## config.mk

```make
export PLATFORM = sky130hd
export DESIGN_NAME = rca_lsq_arbiter_flat
export DESIGN_NICKNAME = d
export VERILOG_FILES = /design/src/rtl/rca_lsq_arbiter_if.sv /design/src/rtl/rca_lsq_arbiter.sv /design/src/flat_wrapper.sv
export SDC_FILE = /design/constraint.sdc
export NUM_CORES = 1
export LEC_CHECK = 0
export ABC_AREA = 1
export BUFFER_PORTS_ARGS = -buffer_cell sky130_fd_sc_hd__buf_2
export CAP_MARGIN = 40
export CORE_AREA = 2 2 167 169
export DETAILED_ROUTE_END_ITERATION = 8
export DIE_AREA = 0 0 169 171
export PLACE_DENSITY = 0.4
export SLEW_MARGIN = 20
export SYNTH_ARGS = -nofsm -noshare
export SYNTH_HDL_FRONTEND = slang
export SYNTH_SLANG_ARGS = --single-unit
```

## constraint.sdc

```tcl
create_clock -name clk -period 2.6 [get_ports clk]
set_input_delay 0.52 -clock clk [delete_from_list [all_inputs] [get_ports clk]]
set_output_delay 0.52 -clock clk [all_outputs]
set_load 0.005 [all_outputs]
```

## src/rtl/rca_lsq_arbiter_if.sv

```systemverilog
// OU-side and LSQ-side signal bundle for the RCA load/store arbiter.
// slave: arbiter view; master: OU slots plus LSQ as seen from outside.
interface rca_lsq_arbiter_if #(
  parameter int NUM_REQ = 4,
  parameter int XLEN    = 32
);
  logic [NUM_REQ-1:0]      slot_enable;
  logic [NUM_REQ*XLEN-1:0] req_addr;
  logic [NUM_REQ*XLEN-1:0] req_data;
  logic [NUM_REQ*3-1:0]    req_fn3;
  logic [NUM_REQ-1:0]      req_load;
  logic [NUM_REQ-1:0]      req_store;
  logic [NUM_REQ-1:0]      req_new_request;
  logic [NUM_REQ-1:0]      req_lsq_full;
  logic [XLEN-1:0]         req_load_data;
  logic [NUM_REQ-1:0]      req_load_complete;
  logic [XLEN-1:0]         lsq_addr;
  logic [XLEN-1:0]         lsq_data;
  logic [2:0]              lsq_fn3;
  logic                    lsq_load;
  logic                    lsq_store;
  logic                    lsq_new_request;
  logic                    lsq_full;
  logic [XLEN-1:0]         lsq_load_data;
  logic                    lsq_load_complete;
  logic                    resp_error;

  modport slave (
    input  slot_enable, req_addr, req_data, req_fn3, req_load, req_store,
           req_new_request, lsq_full, lsq_load_data, lsq_load_complete,
    output req_lsq_full, req_load_data, req_load_complete, lsq_addr, lsq_data,
           lsq_fn3, lsq_load, lsq_store, lsq_new_request, resp_error
  );

  modport master (
    output slot_enable, req_addr, req_data, req_fn3, req_load, req_store,
           req_new_request, lsq_full, lsq_load_data, lsq_load_complete,
    input  req_lsq_full, req_load_data, req_load_complete, lsq_addr, lsq_data,
           lsq_fn3, lsq_load, lsq_store, lsq_new_request, resp_error
  );
endinterface

```

## src/rtl/rca_lsq_arbiter.sv

```systemverilog
// Round-robin token arbiter sharing one LSQ port between NUM_REQ OU slots,
// with an in-order tag FIFO that steers load completions back to the issuer.
module rca_lsq_arbiter #(
  parameter int NUM_REQ   = 4,
  parameter int XLEN      = 32,
  parameter int TAG_DEPTH = 4
) (
  input logic               clk,
  input logic               rst,
  rca_lsq_arbiter_if.slave  bus
);
  localparam int OW = (NUM_REQ > 1) ? $clog2(NUM_REQ) : 1;
  localparam int TW = (TAG_DEPTH > 1) ? $clog2(TAG_DEPTH) : 1;

  logic [OW-1:0] owner_q, owner_d, owner_nxt;
  logic [OW-1:0] tag_q [TAG_DEPTH];
  logic [TW-1:0] rd_ptr_q, rd_ptr_d, wr_ptr_q, wr_ptr_d;
  logic [TW:0]   count_q, count_d;
  logic          err_q, err_d;
  logic          owner_en, tag_full, tag_empty, stall, issue, push, pop, found;
  logic [OW-1:0] head;

  assign owner_en  = bus.slot_enable[owner_q];
  assign tag_full  = (count_q == (TW+1)'(TAG_DEPTH));
  assign tag_empty = (count_q == '0);
  assign stall     = bus.lsq_full | (bus.req_load[owner_q] & tag_full);
  assign issue     = owner_en & bus.req_new_request[owner_q] & ~stall;
  assign push      = issue & bus.req_load[owner_q];
  assign pop       = bus.lsq_load_complete & ~tag_empty;
  assign head      = tag_q[rd_ptr_q];

  assign bus.lsq_addr        = bus.req_addr[int'(owner_q)*XLEN +: XLEN];
  assign bus.lsq_data        = bus.req_data[int'(owner_q)*XLEN +: XLEN];
  assign bus.lsq_fn3         = bus.req_fn3[int'(owner_q)*3 +: 3];
  assign bus.lsq_load        = bus.req_load[owner_q];
  assign bus.lsq_store       = bus.req_store[owner_q];
  assign bus.lsq_new_request = issue;
  assign bus.req_load_data   = bus.lsq_load_data;
  assign bus.resp_error      = err_q;

  always_comb begin
    bus.req_lsq_full = '1;
    if (owner_en) bus.req_lsq_full[owner_q] = stall;
    bus.req_load_complete = '0;
    if (pop) bus.req_load_complete[head] = 1'b1;
  end

  // Token moves to the next enabled slot; with none enabled it just walks.
  always_comb begin
    found     = 1'b0;
    owner_nxt = owner_q;
    for (int i = 1; i < NUM_REQ; i++) begin
      if (!found && bus.slot_enable[(int'(owner_q) + i) % NUM_REQ]) begin
        found     = 1'b1;
        owner_nxt = OW'((int'(owner_q) + i) % NUM_REQ);
      end
    end
    if (!found && !owner_en)
      owner_nxt = (int'(owner_q) == NUM_REQ - 1) ? '0 : owner_q + 1'b1;
    owner_d = (owner_en && stall) ? owner_q : owner_nxt;
  end

  always_comb begin
    wr_ptr_d = push ? wr_ptr_q + 1'b1 : wr_ptr_q;
    rd_ptr_d = pop  ? rd_ptr_q + 1'b1 : rd_ptr_q;
    count_d  = count_q;
    if (push && !pop)      count_d = count_q + 1'b1;
    else if (pop && !push) count_d = count_q - 1'b1;
    err_d    = err_q | (bus.lsq_load_complete & tag_empty);
  end

  always_ff @(posedge clk or negedge rst) begin
    if (!rst) begin
      owner_q  <= '0;
      rd_ptr_q <= '0;
      wr_ptr_q <= '0;
      count_q  <= '0;
      err_q    <= 1'b0;
      for (int i = 0; i < TAG_DEPTH; i++) tag_q[i] <= '0;
    end else begin
      owner_q  <= owner_d;
      rd_ptr_q <= rd_ptr_d;
      wr_ptr_q <= wr_ptr_d;
      count_q  <= count_d;
      err_q    <= err_d;
      if (push) tag_q[wr_ptr_q] <= owner_q;
    end
  end
endmodule

```

## src/flat_wrapper.sv

```systemverilog
// flat-port wrapper written by rule: the top's interface ports become plain ports
module rca_lsq_arbiter_flat 
#(
  parameter int NUM_REQ   = 4,
  parameter int XLEN      = 32,
  parameter int TAG_DEPTH = 4
)
  (clk, rst, bus_slot_enable, bus_req_addr, bus_req_data, bus_req_fn3, bus_req_load, bus_req_store, bus_req_new_request, bus_lsq_full, bus_lsq_load_data, bus_lsq_load_complete, bus_req_lsq_full, bus_req_load_data, bus_req_load_complete, bus_lsq_addr, bus_lsq_data, bus_lsq_fn3, bus_lsq_load, bus_lsq_store, bus_lsq_new_request, bus_resp_error);
  rca_lsq_arbiter_if #(.NUM_REQ(NUM_REQ), .XLEN(XLEN)) bus_i ();
  input logic clk;
  input logic rst;
  input wire logic [$bits(bus_i.slot_enable)-1:0] bus_slot_enable;
  input wire logic [$bits(bus_i.req_addr)-1:0] bus_req_addr;
  input wire logic [$bits(bus_i.req_data)-1:0] bus_req_data;
  input wire logic [$bits(bus_i.req_fn3)-1:0] bus_req_fn3;
  input wire logic [$bits(bus_i.req_load)-1:0] bus_req_load;
  input wire logic [$bits(bus_i.req_store)-1:0] bus_req_store;
  input wire logic [$bits(bus_i.req_new_request)-1:0] bus_req_new_request;
  input wire logic [$bits(bus_i.lsq_full)-1:0] bus_lsq_full;
  input wire logic [$bits(bus_i.lsq_load_data)-1:0] bus_lsq_load_data;
  input wire logic [$bits(bus_i.lsq_load_complete)-1:0] bus_lsq_load_complete;
  output wire logic [$bits(bus_i.req_lsq_full)-1:0] bus_req_lsq_full;
  output wire logic [$bits(bus_i.req_load_data)-1:0] bus_req_load_data;
  output wire logic [$bits(bus_i.req_load_complete)-1:0] bus_req_load_complete;
  output wire logic [$bits(bus_i.lsq_addr)-1:0] bus_lsq_addr;
  output wire logic [$bits(bus_i.lsq_data)-1:0] bus_lsq_data;
  output wire logic [$bits(bus_i.lsq_fn3)-1:0] bus_lsq_fn3;
  output wire logic [$bits(bus_i.lsq_load)-1:0] bus_lsq_load;
  output wire logic [$bits(bus_i.lsq_store)-1:0] bus_lsq_store;
  output wire logic [$bits(bus_i.lsq_new_request)-1:0] bus_lsq_new_request;
  output wire logic [$bits(bus_i.resp_error)-1:0] bus_resp_error;
  assign bus_i.slot_enable = bus_slot_enable;
  assign bus_i.req_addr = bus_req_addr;
  assign bus_i.req_data = bus_req_data;
  assign bus_i.req_fn3 = bus_req_fn3;
  assign bus_i.req_load = bus_req_load;
  assign bus_i.req_store = bus_req_store;
  assign bus_i.req_new_request = bus_req_new_request;
  assign bus_i.lsq_full = bus_lsq_full;
  assign bus_i.lsq_load_data = bus_lsq_load_data;
  assign bus_i.lsq_load_complete = bus_lsq_load_complete;
  assign bus_req_lsq_full = bus_i.req_lsq_full;
  assign bus_req_load_data = bus_i.req_load_data;
  assign bus_req_load_complete = bus_i.req_load_complete;
  assign bus_lsq_addr = bus_i.lsq_addr;
  assign bus_lsq_data = bus_i.lsq_data;
  assign bus_lsq_fn3 = bus_i.lsq_fn3;
  assign bus_lsq_load = bus_i.lsq_load;
  assign bus_lsq_store = bus_i.lsq_store;
  assign bus_lsq_new_request = bus_i.lsq_new_request;
  assign bus_resp_error = bus_i.resp_error;
  rca_lsq_arbiter #(.NUM_REQ(NUM_REQ), .XLEN(XLEN), .TAG_DEPTH(TAG_DEPTH)) u_core (.clk(clk), .rst(rst), .bus(bus_i));
endmodule
```

Word-level counts from Yosys, hierarchy flattened
Cells that the tools add are included.

Output and inout port bits: 111. Register bits after elaboration: 18.

Reduce and logical (&&, ||, !) cells: 22. Shifts and indexed selects: 3. Bitwise gates (word level): 18. Order comparisons: 10. Multiplexer cells: 39. Eq/ne operators: 2. $mul: 1. $add $sub $neg: 8.

Operators with widths (number): $shiftx 128x8->32 (2); $shiftx 12x32->3 (1); $mux 2 (8); $mux 1 (15); $bmux 1 s2 (7); $lt 3x4->1 const B (3); $logic_and 1x1->1 (9); $add 2x1->2 const B (4); $bwmux 8 (1); $mux 4 (2); $and 1x1->1 (6); $ge 3x3->1 const B (2); $logic_not 1->1 (6); $lt 2x3->1 const B (2); $mux 3 (2); $not 2->3 (2); $reduce_or 2->1 (3); $add 2x2->2 const B (2); $bmux 2 s2 (1); $demux 1 s2 (2); $demux 2 s2 (1); $ge 2x1->1 const B (2); $mul 2x2->4 const B (1); $not 4->4 (1); other kinds (13) (18).

Longest topological paths before layout
Gate-level depths: netlist (run 1).

Depth in word-level cells: 17. Mapped depth: 18. Mapped depth without buffers: 17.

Worst setup path before layout (run 1)
No wires, ideal clock.

Kind: register to register. Start: reg u_core.owner_q[0]. End: reg u_core.count_q[1]. Setup slack: 0.371 ns. Required time: 2.475 ns. Arrival: 2.104 ns. Period minus slack after synthesis: 2.229 ns. Cell stages (with the launch flop): 16. Path buffers: 2. Path through: dfrtp_1 buf_6 inv_4 buf_6 nand2_4 nand3_2 nand2_4 inv_4 nand2_4 nor2_8 nand2_1 inv_2 ha_1 inv_1 fa_1 mux2_2.

RTL lines: from (decl) (RTL line rca_lsq_arbiter.sv:15) `logic [OW-1:0] owner_q, owner_d, owner_nxt;`; from (signal assigned) (RTL line rca_lsq_arbiter.sv:81) `owner_q <= owner_d;`; $bmux 1 s2 (RTL line rca_lsq_arbiter.sv:26, rca_lsq_arbiter.sv:28); $mux 1 (not written as such) (RTL line rca_lsq_arbiter.sv:26, rca_lsq_arbiter.sv:28); $and 1x1->1 (RTL line rca_lsq_arbiter.sv:26) `assign stall = bus.lsq_full | (bus.req_load[owner_q] & tag_full);`; $or 1x1->1 (RTL line rca_lsq_arbiter.sv:26); $not 1->1 (RTL line rca_lsq_arbiter.sv:27) `assign issue = owner_en & bus.req_new_request[owner_q] & ~stall;`; $and 1x1->1 (RTL line rca_lsq_arbiter.sv:27); $and 1x1->1 * (RTL line rca_lsq_arbiter.sv:28) `assign push = issue & bus.req_load[owner_q];`; net u_core.push (RTL line rca_lsq_arbiter.sv:20) `logic owner_en, tag_full, tag_empty, stall, issue, push, pop, found;`; $logic_and 1x1->1 * (RTL line rca_lsq_arbiter.sv:67) `if (push && !pop) count_d = count_q + 1'b1;`; $mux 3 * (RTL line rca_lsq_arbiter.sv:67); net u_core.count_d[1] (RTL line rca_lsq_arbiter.sv:18) `logic [TW:0] count_q, count_d;`; to (signal assigned) (RTL line rca_lsq_arbiter.sv:84) `count_q <= count_d;`; to (decl) (RTL line rca_lsq_arbiter.sv:18).

Mark *: on every way through the listed nets, which the timed path passes. The rest lies on a longest branch. The select of a mux whose other input is x is not followed. A chain may end at the register's enable or synchronous reset.

Worst setup path in the final report (run 1)
Start: reg u_core.owner_q[0]. End: out bus_lsq_addr[1].

Longest elaborated chain between the ends: 1.

Ends and longest elaborated chain: $shiftx 128x8->32 (RTL line rca_lsq_arbiter.sv:32) `assign bus.lsq_addr = bus.req_addr[int'(owner_q)*XLEN +: XLEN];`; to (decl) (RTL line flat_wrapper.sv:25) `output wire logic [$bits(bus_i.lsq_addr)-1:0] bus_lsq_addr;`.

No other way between the ends.

==> flow_summary.json, run 1 <==
{
  "worst-slew-pin-transition_ns": 0.575,
  "drt_first_iter_violations": 348,
  "clock_latency_ns": 0.25,
  "endpoint_kind": "output pin",
  "synthToLayoutAreaGrowth_pct": 56.5,
  "crit_path_cell_trace": "buf_16 -> o21ai_0 -> o22ai_1 -> buf_2",
  "r2r_start": "u_core.owner_q[0]",
  "numClockSinks": 18,
  "place_inst": 1259,
  "outcome": "complete, no violations",
  "initial_core_util_pct": 12.9,
  "grt_max_degree": 146,
  "ant_nets": 0,
  "fin_skew_ns": 0.00231,
  "final_area_um2": 5510,
  "fmax_mhz": 401,
  "relSlewSlack_pct": 61.7,
  "finalCritPeriodShare_pct": 95.8,
  "worstPathArrival_ns": 1.97,
  "die_y_um": 171,
  "grt_usage_pct": 12.2,
  "synthCells": 622,
  "criticalPathCategory": "reg2out",
  "drv_slew": 0,
  "crit_fanout": 145,
  "reg2reg_slack_ns": 0.18,
  "htreeDepth": 1,
  "final_common_cell": "buf_2",
  "synth_top_area_share_pct": 19.2,
  "cts-root-buf": "clkbuf_16",
  "vias_per_cell": 4.19,
  "reg2reg_depth": 14,
  "wl_um": 19300,
  "cp.required_ns": 2.08,
  "port_buffers": 366,
  "rsz0062_at_grt": "true",
  "cts_buffers": 3,
  "cts_setup_buffers": 0,
  "p_leak_nw": 2.83,
  "synth_top_area_cell": "o21ai_0",
  "avgSynthCellArea_um2": 5.66,
  "slowest_delay_ns": 0.52,
  "wl_per_cell_um": 15.3,
  "ctsHoldBuffers": 0,
  "cpMaxStageDelayCell": "dfrtp_4",
  "drive_gt1_share_pct": 43.6,
  "ir_drop_uv": 663,
  "syn_area_um2": 3520,
  "min_path_type": "in2async",
  "ys_ff_latch": 18,
  "cp-start-kind": "flop",
  "drc_errors": 0,
  "nFillCells": 3225,
  "drt_pass1_iterations": 5,
  "cts_tree": "done",
  "synth_area_leaders": "o21ai_0 19%, nor2_1 16%, dfrtp_1 13%",
  "fp.dieW_um": 169,
  "cellPowerDensity_nw_per_um2": 1050,
  "die-area_um2": 28900,
  "grt_pass1_wl_um": 28300,
  "ios": 431,
  "syn-num-nets": 952,
  "clock_path_buffers": 2,
  "crit_family": "buffers and inverters",
  "finalHoldViolations": 0,
  "reg2reg_to": "u_core.count_q[1]",
  "period_minus_slack_ns": 2.49,
  "via_count": 5301,
  "synth.distinct_cells": 29,
  "gp_congestion": 0.838,
  "core_area_um2": 27300,
  "clk_pin_slew_ns": 0.05,
  "multiInputGateArea_um2": 2490,
  "grt_overflow_total": 0,
  "seq_area_um2": 455,
  "setup_viol": 0,
  "placed_area_um2": 5410,
  "final_cell_mix": "366 x buf_2, 154 x nor2_1, 135 x o21ai_0",
  "grt_pass1_vias": 4918,
  "layout.cells.non_filler": 1264,
  "fin_nets": 1248,
  "antenna_found_initial": 1,
  "critPathBufInv": 2,
  "rows": 61,
  "drv_cap": 0,
  "yosysWarnings": 0,
  "ys_seq_area_share_pct": 12.8,
  "post-dp-hpwl_um": 15300
}
[power by group]
| group | switching, mW | leakage (nW) | internal (mW) |
|---|---|---|---|
| clock | 0.114 | 0.0442 | 0.235 |
| combinational | 2.98 | 2.57 | 1.89 |
| sequential | 0.151 | 0.221 | 0.418 |
[cell usage after synthesis]
master	number
a21oi_1	2
a31o_2	1
a32oi_1	1
and2_1	1
buf_2	16
buf_4	34
buf_6	5
clkbuf_1	29
dfrtp_1	18
fa_1	1
ha_1	9
inv_1	14
inv_2	2
inv_4	2
mux2_2	1
nand2_1	79
nand2_2	3
nand2_4	4
nand3_1	20
nand3_2	5
nand4_1	9
nor2_1	154
nor2_8	1
nor3_1	2
o21ai_0	135
o21ai_1	3
o22ai_1	68
xnor2_1	1
xor2_1	2
[logic make-up after synthesis]
| family | count (synthesis) | share of synthesized area [%] |
|---|---|---|
| compound gates | 210 | 32.5 |
| xor+xnor | 3 | 0.747 |
| fa+ha+maj | 10 | 3.77 |
| buf+inv | 102 | 16.3 |
| flops | 18 | 12.8 |
| mux | 1 | 0.320 |
| simple gates | 278 | 33.6 |
[what timing repair did]
action / in CTS / in global routing
hold endpoints to repair: 0 / 0
gates resized for setup: 0 / 2
setup endpoints to repair: 0 / 5
[sequential cells by signal, indices dropped and copies added, names as in the netlist]
signal and count:
u_core.bus.resp_error 1, u_core.wr_ptr_q 2, u_core.owner_q 2, u_core.count_q 3
u_core.tag_q 8, u_core.rd_ptr_q 2
[layout make-up]
class / instances / area share [%]
antenna: 1 / 0.0454
clock buffer: 4 / 1.61
inverter: 18 / 1.32
multi-input combinational: 502 / 45.3
sequential: 18 / 8.27
tap: 346 / 7.86
timing repair buffer: 375 / 35.6
[layer usage]
layer	GRT usage, %	vias up	wire [µm]
met5	0	-	0
met4	2.16	0	261
met3	1.99	17	1210
met2	21.2	234	9480
met1	16.2	2358	8380
li1	-	2692	-
[worst max path at each step]
stage	startpoint	end	slack [ns]	depth (start not counted)
2_1_floorplan	u_core.owner_q[0]	u_core.count_q[1]	0.37	15
3_3_place_gp	u_core.owner_q[0]	u_core.count_q[1]	0.21	14
3_5_place_dp	u_core.owner_q[0]	u_core.count_q[1]	0.19	14
4_1_cts	u_core.owner_q[0]	bus_lsq_addr[13]	0.09	4
5_1_grt	u_core.owner_q[0]	u_core.count_q[1]	-0.004	14
6_report	u_core.owner_q[0]	bus_lsq_addr[1]	0.11	4
[through the flow]
stage	setup TNS, ns	util [%]	power, mW	worst slack (ns)	hold slack [ns]
after CTS	0	20.1	5.83	0.0858	0.222
after global routing	-0.00435	20.2	6.49	-0.00435	0.244
after floorplan	0	-	3.64	0.371	0.224
after detailed placement	0	19.8	5.45	0.190	0.451
after global placement	0	19.8	5.48	0.206	0.453
final	0	20.2	5.78	0.109	0.199
[worst register-to-register path, cell delays in order, from the launching register on]
cell	delay (ns)
dfrtp_4	0.56
inv_4	0.16
nand2_1	0.08
nand2_1	0.06
nand2_1	0.08
nand2_4	0.10
inv_4	0.05
nand2_4	0.09
nor2_8	0.03
nand2_1	0.11
inv_2	0.06
ha_1	0.17
inv_1	0.09
fa_1	0.41
mux2_2	0.26
Note: power is estimated with default switching activity, not from simulation.
==> run 2: changes to the inputs <==
--- a/config.mk
+++ b/config.mk
@@ -5,13 +5,12 @@
 export SDC_FILE = /design/constraint.sdc
 export NUM_CORES = 1
 export LEC_CHECK = 0
-export ABC_AREA = 1
 export BUFFER_PORTS_ARGS = -buffer_cell sky130_fd_sc_hd__buf_2
 export CAP_MARGIN = 40
-export CORE_AREA = 2 2 167 169
+export CORE_AREA = 2 2 168 170
 export DETAILED_ROUTE_END_ITERATION = 8
-export DIE_AREA = 0 0 169 171
-export PLACE_DENSITY = 0.4
+export DIE_AREA = 0 0 170 172
+export PLACE_DENSITY = 0.38
 export SLEW_MARGIN = 20
 export SYNTH_ARGS = -nofsm -noshare
 export SYNTH_HDL_FRONTEND = slang
==> run 2 against run 1 <==
  * Clock power is 1% lower
  * Largest cell class unchanged
  * Worst hold slack better by 0.0050 ns
  * Critical path depth is 1 higher
  * Final cell count is 29% lower
  * Synthesized cell count is 65% lower
  * Clock skew is 0.0018 ns higher
  * Wire length is 12% lower
  * Sequential share of layout area is 0.53 points higher
  * Setup slack worse by 0.049 ns
  * Cell area is 5.5% lower
  * Maximum frequency is 1.9% lower
==> flow_summary.json, run 2 <==
{
  "outcome": "complete, no violations",
  "numClockSinks": 18,
  "multiInputGateArea_um2": 2270,
  "gp_congestion": 0.713,
  "finalHoldViolations": 0,
  "syn-num-nets": 549,
  "die-area_um2": 29200,
  "core_area_um2": 27500,
  "cts_resized": 0,
  "min_path_type": "in2async",
  "criticalPathCategory": "reg2out",
  "synth_top_area_share_pct": 55.9,
  "cp-start-kind": "flop",
  "largest_reg_flops": 8,
  "setup_viol": 0,
  "synthTopCellsByCount": "76 x mux4_2, 32 x buf_4, 18 x dfrtp_1, 14 x nand2_1, 10 x mux2_2",
  "final_cell_mix": "366 x buf_2, 76 x mux4_2, 16 x dfrtp_1",
  "syn_area_um2": 3060,
  "drc_errors": 0,
  "ctsHoldBuffers": 0,
  "synthCells": 219,
  "cts-root-buf": "clkbuf_16",
  "drv_cap": 0,
  "synth.distinct_cells": 33,
  "synth-edff-count": 0,
  "antenna_found_initial": 12,
  "htreeDepth": 1,
  "die_y_um": 172,
  "top_usage_layer": "met2",
  "endpoint_kind": "output pin",
  "cts_buffers": 3,
  "grt_usage_pct": 10.3,
  "cts_tree": "done",
  "rsz0062_at_grt": "false",
  "worstPathArrival_ns": 2.02,
  "ys_seq_area_share_pct": 14.7,
  "grt_pass1_wl_um": 22300,
  "holdWs_ns": 0.204,
  "seq_area_um2": 458,
  "grt_max_degree": 45,
  "yosysWarnings": 0,
  "post-dp-hpwl_um": 15300,
  "synth_top_area_cell": "mux4_2",
  "nFillCells": 3059,
  "ir_drop_uv": 407,
  "vias_per_cell": 3.90,
  "final_common_cell": "buf_2",
  "drt_pass1_iterations": 4,
  "via_count": 3500,
  "ios": 431,
  "cts_setup_buffers": 0,
  "grt_pass1_vias": 3598,
  "fmax_mhz": 394,
  "avgSynthCellArea_um2": 14.0,
  "fin_skew_ns": 0.00415,
  "fp.dieW_um": 170,
  "port_buffers": 366,
  "clock_latency_ns": 0.25,
  "async_reset_ff_share_pct": 100,
  "cp.required_ns": 2.08,
  "ant_nets": 0,
  "total_power_mw": 4.72,
  "setup_tns_ns": 0,
  "worst-slew-pin-transition_ns": 0.534,
  "grt.met3_usage_pct": 3.96,
  "drv_slew": 0,
  "wl_per_cell_um": 18.9,
  "ys_ff_latch": 18,
  "groute.layer.met2.usage_pct": 18.3,
  "cellPowerDensity_nw_per_um2": 907,
  "wl_um": 17000,
  "synthToLayoutAreaGrowth_pct": 70.1,
  "grt_overflow_total": 0,
  "use_met1_pct": 12.2,
  "fin_nets": 881,
  "finalCritPeriodShare_pct": 97.7,
  "period_minus_slack_ns": 2.54,
  "synth_area_leaders": "mux4_2 56%, dfrtp_1 15%, buf_4 7.8%",
  "top_regs": "u_core.tag_q x8, u_core.count_q x3",
  "drt_first_iter_violations": 125,
  "clock_path_buffers": 2,
  "clk_pin_slew_ns": 0.06,
  "drive_gt1_share_pct": 86.0,
  "synth-main-ff-cell": "dfrtp_1",
  "relSlewSlack_pct": 64.3,
  "regMostFlops": "u_core.tag_q",
  "synth_most_common_cell": "mux4_2",
  "crit_fanout": 8,
  "initial_core_util_pct": 11.1,
  "post-route-util_pct": 18.9,
  "p_leak_nw": 2.52,
  "rows": 61
}
==> run 2: changes by cell type in the layout (fill, tap and decap cells not counted), sizes merged, moves of 12 or more <==
cell,delta
nand2,-72
inv,-12
mux4,+76
o22ai,-67
nor2,-149
o21ai,-136
nand3,-25
==> run 2: path summary, 6_finish.rpt <==
check,depth (start not counted),startpoint,slack [ns],endpoint
max,5,u_core.owner_q[0],0.06,bus_req_lsq_full[0]
min,1,rst,0.20,u_core.bus.resp_error
max reg2reg,7,u_core.owner_q[0],0.21,u_core.owner_q[0]
min reg2reg,1,u_core.bus.resp_error,0.45,u_core.bus.resp_error
max in group asynchronous,1,rst,2.05,u_core.owner_q[1]
min in group clk,1,u_core.bus.resp_error,0.45,u_core.bus.resp_error
==> run 2: cell families (layout without fill, tap and decap cells) <==
family / Yosys count / in the layout / share of synthesized area, %
flip-flops: 18 / 18 / 14.7
buffers and inverters: 55 / 386 / 11.2
XOR/XNOR: 6 / 6 / 1.72
multiplexers: 88 / 88 / 60.4
AO/OA/AOI/OAI: 11 / 11 / 2.41
AND/OR/NAND/NOR: 31 / 31 / 5.19
other: 0 / 2 / 0
adder cells (fa/ha/maj): 10 / 10 / 4.33
==> run 2: worst max-delay path: stages, from the launching register on <==
cell	delay (ns)
dfrtp_4	0.53
mux4_2	0.58
a21oi_1	0.23
and2_1	0.22
nand2_1	0.08
buf_2	0.13
==> run 2: cell type report <==
type	instances	area share [%]
antenna	2	0.0961
multi-input combinational	146	43.5
sequential	18	8.80
clock buffer	4	1.71
tap	346	8.32
inverter	6	0.433
timing repair buffer	376	37.1
==> run 2: layer usage <==
metal / wire length [µm] / up-vias
li1: - / 1538
met1: 6370 / 1704
met2: 8460 / 224
met3: 1880 / 22
met4: 179 / 12
met5: 76 / -
==> run 2: power by group <==
group,internal [mW],switching [mW]
Clock,0.234,0.110
Combinational,2.08,1.70
Sequential,0.431,0.159
==> run 2: per-stage QoR <==
step	worst slack, ns	instance area (µm²)	cells
after floorplan	0.00585	3060	219
after global placement	0.161	5110	892
after detailed placement	0.164	5110	892
after CTS	0.0510	5200	896
after global routing	0.00551	5200	896
final	0.0600	5210	898
==> run 3: changes to the inputs <==
--- a/config.mk
+++ b/config.mk
@@ -11,6 +11,7 @@
 export DETAILED_ROUTE_END_ITERATION = 8
 export DIE_AREA = 0 0 170 172
 export PLACE_DENSITY = 0.38
+export RECOVER_POWER = 100
 export SLEW_MARGIN = 20
 export SYNTH_ARGS = -nofsm -noshare
 export SYNTH_HDL_FRONTEND = slang
==> run 3 against run 2 <==
  * Sequential cell count is the same
  * Sequential power is essentially flat
  * Setup slack gained 0.0026 ns
  * Wire length about the same
  * Via count fell by 0.77%
  * Count of clock-buffer cells in the layout unchanged
  * Core utilization fell by 0.30 points
  * Sequential share of layout area grew 0.14 points
  * Critical path type unchanged
  * Highest routed layer unchanged
==> flow_summary.json, run 3 (synthesized netlist as in run 2, its figures left out) <==
{
  "outcome": "complete, no violations",
  "die-area_um2": 29200,
  "seq_area_um2": 458,
  "period_minus_slack_ns": 2.54,
  "grt_max_degree": 45,
  "antenna_found_initial": 12,
  "port_buffers": 366,
  "power_frac_comb_pct": 79.7,
  "reg2reg_depth": 7,
  "final_cell_mix": "305 x buf_2, 76 x mux4_2, 60 x clkbuf_1",
  "cp-start-kind": "flop",
  "post-dp-hpwl_um": 15300,
  "die_y_um": 172,
  "wl_um": 17000,
  "switching_power_mw": 1.98,
  "cellPowerDensity_nw_per_um2": 899,
  "min_path_type": "in2async",
  "finalHoldViolations": 0,
  "cts_resized": 0,
  "largest_reg_flops": 8,
  "reg2reg_to": "u_core.owner_q[0]",
  "endpoint_kind": "output pin",
  "pwr-share-clk_pct": 7.5,
  "vias_per_cell": 3.87,
  "cts_setup_buffers": 0,
  "clk_pin_slew_ns": 0.06,
  "htreeDepth": 1,
  "worstPathArrival_ns": 2.02,
  "regMostFlops": "u_core.tag_q",
  "cp.required_ns": 2.08,
  "swShare_pct": 43.0,
  "p_leak_nw": 2.35,
  "r2r_start": "u_core.owner_q[0]",
  "numClockSinks": 18,
  "crit_path_cell_trace": "mux4_2 -> a21oi_1 -> and2_1 -> nand2_1 -> buf_2",
  "nFillCells": 3097,
  "wl_per_cell_um": 18.9,
  "ir_drop_uv": 405,
  "crit_fanout": 8,
  "drt_first_iter_violations": 124,
  "total_power_mw": 4.60,
  "criticalPathCategory": "reg2out",
  "grt_pass1_vias": 3598,
  "drive_gt1_share_pct": 74.9,
  "cpMaxStageDelayCell": "mux4_2",
  "cts_buffers": 3,
  "multiInputGateArea_um2": 2260,
  "worst-slew-pin-transition_ns": 1.05,
  "relSlewSlack_pct": 29.8,
  "reg2reg_slack_ns": 0.20,
  "rows": 61,
  "gp_congestion": 0.713,
  "clock_latency_ns": 0.25,
  "grt_usage_pct": 10.3,
  "drc_errors": 0,
  "final_common_cell": "buf_2",
  "clock_path_buffers": 2,
  "drv_slew": 0,
  "setup_viol": 0,
  "slowest_delay_ns": 0.58,
  "ant_nets": 0,
  "grt_overflow_total": 0,
  "fin_skew_ns": 0.00377,
  "ios": 431,
  "via_count": 3473,
  "fp.dieW_um": 170,
  "rsz0062_at_grt": "false",
  "cts-root-buf": "clkbuf_16",
  "ctsHoldBuffers": 0,
  "drt_pass1_iterations": 4,
  "synthToLayoutAreaGrowth_pct": 67.5,
  "top_regs": "u_core.tag_q x8, u_core.count_q x3",
  "power_frac_seq_pct": 12.8,
  "setup_tns_ns": 0,
  "fmax_mhz": 394,
  "cts_tree": "done",
  "grt_pass1_wl_um": 22300,
  "core_area_um2": 27500,
  "p_int_mw": 2.62,
  "initial_core_util_pct": 11.1,
  "drv_cap": 0,
  "finalCritPeriodShare_pct": 97.6,
  "fin_nets": 881
}
run 3: cell count changes in the layout (fill, tap and decap cells not counted), sizes merged:
cell    before  now
buf        376  313
clkbuf       4   67
run 3: area by class of cell:
class                      count  area share [%]
tap                          346            8.45
clock buffer                   4            1.73
timing repair buffer         376            36.2
multi-input combinational    146            44.2
inverter                       6           0.439
antenna                        2          0.0977
sequential                    18            8.94
run 3: layer usage:
| layer | global-route usage [%] | vias up | wire length (µm) |
|---|---|---|---|
| li1 | - | 1539 | - |
| met1 | 12.2 | 1676 | 6340 |
| met2 | 18.3 | 224 | 8480 |
| met3 | 3.96 | 22 | 1880 |
| met4 | 1.08 | 12 | 176 |
| met5 | 0 | - | 76 |
run 3: worst max-delay path by stage:
stage                            start  cells past startpoint  slack, ns                  end
floorplan            u_core.owner_q[0]                      9      0.006    u_core.owner_q[0]
global placement    bus_slot_enable[0]                      8       0.16    u_core.count_q[1]
detailed placement  bus_slot_enable[1]                      8       0.16    u_core.count_q[1]
CTS                  u_core.owner_q[0]                      5       0.05  bus_req_lsq_full[0]
global route         u_core.owner_q[0]                      5      0.006  bus_req_lsq_full[0]
finish               u_core.owner_q[0]                      5       0.06  bus_req_lsq_full[0]
run 3: worst max-delay path, delay by kind of cell (launching register included):
kind,cells,cell delay [ns]
flops,1,0.52
mux,1,0.58
buf+inv,1,0.13
compound gates,1,0.23
simple gates,2,0.30
run 3: power groups by stage:
stage                     Clock, mW  Combinational, mW  Sequential (mW)
after detailed placement          0               3.89            0.599
after CTS                     0.357               3.90            0.595
after global placement            0               3.90            0.602
final                         0.343               3.67            0.590
after floorplan                   0               2.43            0.522
after global routing          0.368               4.06            0.616
run 3: stage by stage:
| step | setup slack [ns] | instance area [µm²] | hold WS [ns] | std cells | utilization, % |
|---|---|---|---|---|---|
| final | 0.0626 | 5120 | 0.436 | 898 | 18.7 |
| after detailed placement | 0.164 | 5110 | 0.441 | 892 | 18.6 |
| after floorplan | 0.00585 | 3060 | 0.224 | 219 | - |
| after global placement | 0.161 | 5110 | 0.448 | 892 | 18.6 |
| after CTS | 0.0510 | 5200 | 0.223 | 896 | 18.9 |
| after global routing | 0.00551 | 5120 | 0.466 | 896 | 18.6 |
